**src/rtl/carry_lookahead_adder_reg.sv**
```systemverilog
// Two-level carry-lookahead adder with registered sum/carry_out.
// Define CLA_OVERFLOW_EN to add a registered signed-overflow output.
module carry_lookahead_adder_reg #(
  parameter int WIDTH = 16
) (
  input  logic             clk,
  input  logic             rst_n,
  input  logic             in_valid,
  input  logic [WIDTH-1:0] a,
  input  logic [WIDTH-1:0] b,
  input  logic             carry_in,
  output logic             out_valid,
  output logic [WIDTH-1:0] sum,
  output logic             carry_out
`ifdef CLA_OVERFLOW_EN
  ,
  output logic             overflow
`endif
);

  localparam int NG = WIDTH / 4;

  logic [WIDTH-1:0] g;
  logic [WIDTH-1:0] p;
  logic [NG-1:0]    gg;
  logic [NG-1:0]    pg;
  logic [NG:0]      gc;
  logic [WIDTH:0]   c;
  logic [WIDTH-1:0] sum_d;
  logic             acc;
  logic             term;

  always_comb begin
    g     = a & b;
    p     = a ^ b;
    gg    = '0;
    pg    = '0;
    gc    = '0;
    c     = '0;
    acc   = 1'b0;
    term  = 1'b0;

    for (int j = 0; j < NG; j++) begin
      gg[j] = g[4*j+3]
            | (p[4*j+3] & g[4*j+2])
            | (p[4*j+3] & p[4*j+2] & g[4*j+1])
            | (p[4*j+3] & p[4*j+2] & p[4*j+1]
               & g[4*j]);
      pg[j] = p[4*j+3] & p[4*j+2]
            & p[4*j+1] & p[4*j];
    end

    // Each group carry is a flat sum of products over lower groups.
    gc[0] = carry_in;
    for (int j = 1; j <= NG; j++) begin
      term = carry_in;
      for (int m = 0; m < j; m++)
        term = term & pg[m];
      acc = term;
      for (int k = 0; k < j; k++) begin
        term = gg[k];
        for (int m = k + 1; m < j; m++)
          term = term & pg[m];
        acc = acc | term;
      end
      gc[j] = acc;
    end

    for (int j = 0; j < NG; j++) begin
      c[4*j]   = gc[j];
      c[4*j+1] = g[4*j]
               | (p[4*j] & gc[j]);
      c[4*j+2] = g[4*j+1]
               | (p[4*j+1] & g[4*j])
               | (p[4*j+1] & p[4*j] & gc[j]);
      c[4*j+3] = g[4*j+2]
               | (p[4*j+2] & g[4*j+1])
               | (p[4*j+2] & p[4*j+1] & g[4*j])
               | (p[4*j+2] & p[4*j+1] & p[4*j]
                  & gc[j]);
    end
    c[WIDTH] = gc[NG];

    sum_d = p ^ c[WIDTH-1:0];
  end

  always_ff @(posedge clk or negedge rst_n) begin
    if (!rst_n) begin
      out_valid <= 1'b0;
      sum       <= '0;
      carry_out <= 1'b0;
    end else begin
      out_valid <= in_valid;
      if (in_valid) begin
        sum       <= sum_d;
        carry_out <= c[WIDTH];
      end
    end
  end

`ifdef CLA_OVERFLOW_EN
  always_ff @(posedge clk or negedge rst_n) begin
    if (!rst_n)
      overflow <= 1'b0;
    else if (in_valid)
      overflow <= c[WIDTH] ^ c[WIDTH-1];
  end
`endif

endmodule

```
**config.mk**
```make
export PLATFORM = sky130hd
export DESIGN_NAME = carry_lookahead_adder_reg
export DESIGN_NICKNAME = d
export VERILOG_FILES = /design/src/rtl/carry_lookahead_adder_reg.sv
export SDC_FILE = /design/constraint.sdc
export NUM_CORES = 1
export LEC_CHECK = 0
export ABC_AREA = 1
export CAP_MARGIN = 20
export CORE_UTILIZATION = 40
export CTS_BUF_LIST = sky130_fd_sc_hd__clkbuf_16
export DETAILED_ROUTE_END_ITERATION = 16
export PLACE_DENSITY_LB_ADDON = 0.3
export SLEW_MARGIN = 20
export SYNTH_ARGS = -nofsm -noshare
export SYNTH_HDL_FRONTEND = slang
export SYNTH_SLANG_ARGS = --single-unit
```
**constraint.sdc**
```tcl
create_clock -name clk -period 0.95 [get_ports clk]
set_input_delay 0.285 -clock clk [delete_from_list [all_inputs] [get_ports clk]]
set_output_delay 0.285 -clock clk [all_outputs]
set_load 0.02 [all_outputs]
```
==> impl_results.md <==
* Status: finished, violations left
* Violated checks: negative setup slack
* H-tree levels at 1
* Cell Rows at 21
* I/O pins at 54
* Final worst-path setup slack at -0.846 ns
* NetSw at 1.47 mW
* Final worst-path cycle share at 1.89
* Worst min path class: in2async
* Highest Signal Layer: met4
* Hpwl dp at 2980 microns
* LEAKAGE at 1.52 nW
* Yosys warnings at 0
* Antenna violations before repair at 0
* Most common cell after layout, fill and taps aside: buf_4
* Reg2reg setup slack at 0.09 ns
* Clock buffer depth at 2
* Post-Syn Area at 1440 sq um
* Via-to-Cell Ratio at 5.59
* Finished Layout Cells at 343
* RSZ-0062 raised after global routing: yes
* Die Wd at 62.0 microns
* Fin. max-slew vios at 0
* Die footprint at 3840 sq um
* Sequential cell area fraction in the yosys report at 0.313
* Max Cap Viol at 0
* Power Density at 1290 nW/um^2
* N_diodes at 0
* # nets final at 354
* Switching Share at 0.364
* Starting Density at 0.425
* Finished Cell Area at 3130 sq um
* Root buffer cell: clkbuf_16
* Core Box Area at 3390 sq um
* Post-route ant nets at 0
* Routed WL at 6970 microns
* Later-pin clock latency in the skew report at 0.25 ns
* Slew @ Worst Pin at 0.251 ns
* CTS clock-pin slew for the worst setup and hold paths at 0.06 ns
* TritonCTS Sinks at 18
* Initial DRT Pass Iterations at 4
* Avg Inst Size Synth at 7.78 sq um
* Required time worst endpoint at 1.09 ns
* Peak supply drop at 908 uV
* Total power at 4.04 mW
* Cells after DPL at 318
* I/O Buffers at 53
* CP max FO at 5
* FF+latch count, synth at 18
* Unique cell type count in the Yosys netlist at 30
* Metal3 WL at 411 microns
* Slew Limit Headroom at 0.833
* Die height at 62.0 microns
* Residual DRC at 0
* Number of DRC markers in iteration 0 at 183
* Number of global-route vias before repair at 1802
* Ys flop type: dfrtp_1
* Internal power at 2.57 mW
* Routed wl met2 at 3590 microns
* Global-route wire length before repair at 8600 microns
* Drt wl/cell at 20.3 microns
* Pin count of the biggest net entering global routing at 25
* Post-synth EDFFs at 0
* Comb pwr share at 0.531
* Crit path kind: in2reg
* Arrival time of the worst setup path at 1.93 ns
* Share of cells above drive strength 1 at 0.626
* Cells after Synth at 185
* Post-layout util at 0.923
* Final Skew at 0 ns
* Min Tclk post-route at 1.80 ns
* Synth-to-Final Area Change at 117%
* Met1 Routed Length at 2610 microns
* Fill cells at 118
* Final Hold Viols at 0
* CTS Buf Count at 3
* Grt total ovfl at 0
* Hold_ws at 0.396 ns
* FFs w/ async S/R, synth at 1.00
* Critical path startpoint category: input pin
* Crit end category: register
* Synthesized net count at 241
* Sequential Power Share at 0.251
* Max Fclk at 0.557 GHz
* Clock Power Share at 0.218
* Gr usage total at 0.316
* Via Count at 1917
* Placed Area at 2470 sq um
* CTS tree: done
* Most frequent cells in the layout: buf_4 (46), buf_6 (41), nand2_1 (39), dfrtp_1 (18), ha_4 (16)
* RePlAce Congestion at 0.837
* Final Setup Violations at 33
[critical path, stage by stage]
cell     delay (ns)
buf_6          0.10
ha_4           0.26
nand4_1        0.13
nand3_2        0.10
or2_4          0.29
nand2_2        0.08
nand2_2        0.06
fa_2           0.34
xnor2_1        0.21
o21ai_1        0.09
[layer usage]
layer / vias up / global-route usage
met3: 34 / 0.0393
met4: 0 / 0.121
li1: 840 / -
met5: - / 0
met1: 930 / 0.357
met2: 113 / 0.599
[cell type report]
| cell class | count | area [sq um] | share of cell area |
|---|---|---|---|
| Inverter | 17 | 76.3 | 0.0244 |
| Clock inverter | 1 | 3.75 | 0.00120 |
| Timing Repair Buffer | 113 | 1060 | 0.339 |
| Tap cell | 46 | 57.6 | 0.0184 |
| Clock buffer | 3 | 75.1 | 0.0240 |
| Sequential cell | 18 | 450 | 0.144 |
| Multi-Input combinational cell | 145 | 1410 | 0.449 |
[stage by stage]
| stage | setup WS, ns | TNS [ns] |
|---|---|---|
| finish | -0.846 | -11.54 |
| global placement | -1.35 | -23.58 |
| global route | -0.902 | -12.73 |
| CTS | -0.753 | -10.57 |
| floorplan | -0.819 | -8.49 |
| detailed placement | -1.39 | -24.33 |
[logic make-up (layout without fill, tap and decap cells)]
kind of cell             Yosys count  in the layout  share of synthesized area
flip-flops                        18             18                      0.313
buffers and inverters             22            134                     0.0652
AND/OR/NAND/NOR                   98             98                      0.303
XOR/XNOR                           6              6                     0.0365
adder cells (fa/ha/maj)           20             20                      0.195
AO/OA/AOI/OAI                     21             21                     0.0878
[final timing paths]
check	from	to	depth (start not counted)
max in group asynchronous	rst_n	sum[5]$_DFFE_PN0P_	2
setup / recovery	a[3]	sum[9]$_DFFE_PN0P_	10
hold / removal	rst_n	sum[11]$_DFFE_PN0P_	2
min in group clk	in_valid	out_valid$_DFF_PN0_	2
setup reg to reg	sum[10]$_DFFE_PN0P_	sum[10]$_DFFE_PN0P_	4
hold reg to reg	sum[6]$_DFFE_PN0P_	sum[6]$_DFFE_PN0P_	2
[registers in the layout, indices dropped and copies added, names as in the netlist]
| signal | flops |
|---|---|
| carry_out | 1 |
| out_valid | 1 |
| sum | 16 |
[Yosys cell counts (3+ instances only)]
| library cell | number | area, sq um |
|---|---|---|
| inv_1 | 17 | 63.8 |
| dfrtp_1 | 18 | 450 |
| o21ai_0 | 8 | 40.0 |
| xnor2_1 | 3 | 26.3 |
| ha_1 | 16 | 200 |
| a21oi_1 | 5 | 25.0 |
| xor2_1 | 3 | 26.3 |
| fa_1 | 4 | 80.1 |
| nand4_1 | 5 | 31.3 |
| nor2_1 | 8 | 30.0 |
| nand3_1 | 19 | 95.1 |
| nand2_1 | 56 | 210 |
[timing repair]
item / CTS / global route
setup buffers: 21 / 6
pin swaps: 70 / 43
resized for setup: 275 / 48
gates cloned: 0 / 1
endpoints found under the setup margin: 35 / 35
hold buffers: 0 / 0
[power by group through the flow]
stage	Sequential (mW)	Combinational (mW)	Clock [mW]
global route	1.02	2.27	0.918
global placement	0.983	1.48	0
floorplan	1.15	0.586	0
CTS	0.999	1.79	0.867
finish	1.01	2.15	0.879
detailed placement	0.984	1.52	0
(Power assumes the default switching activity.)
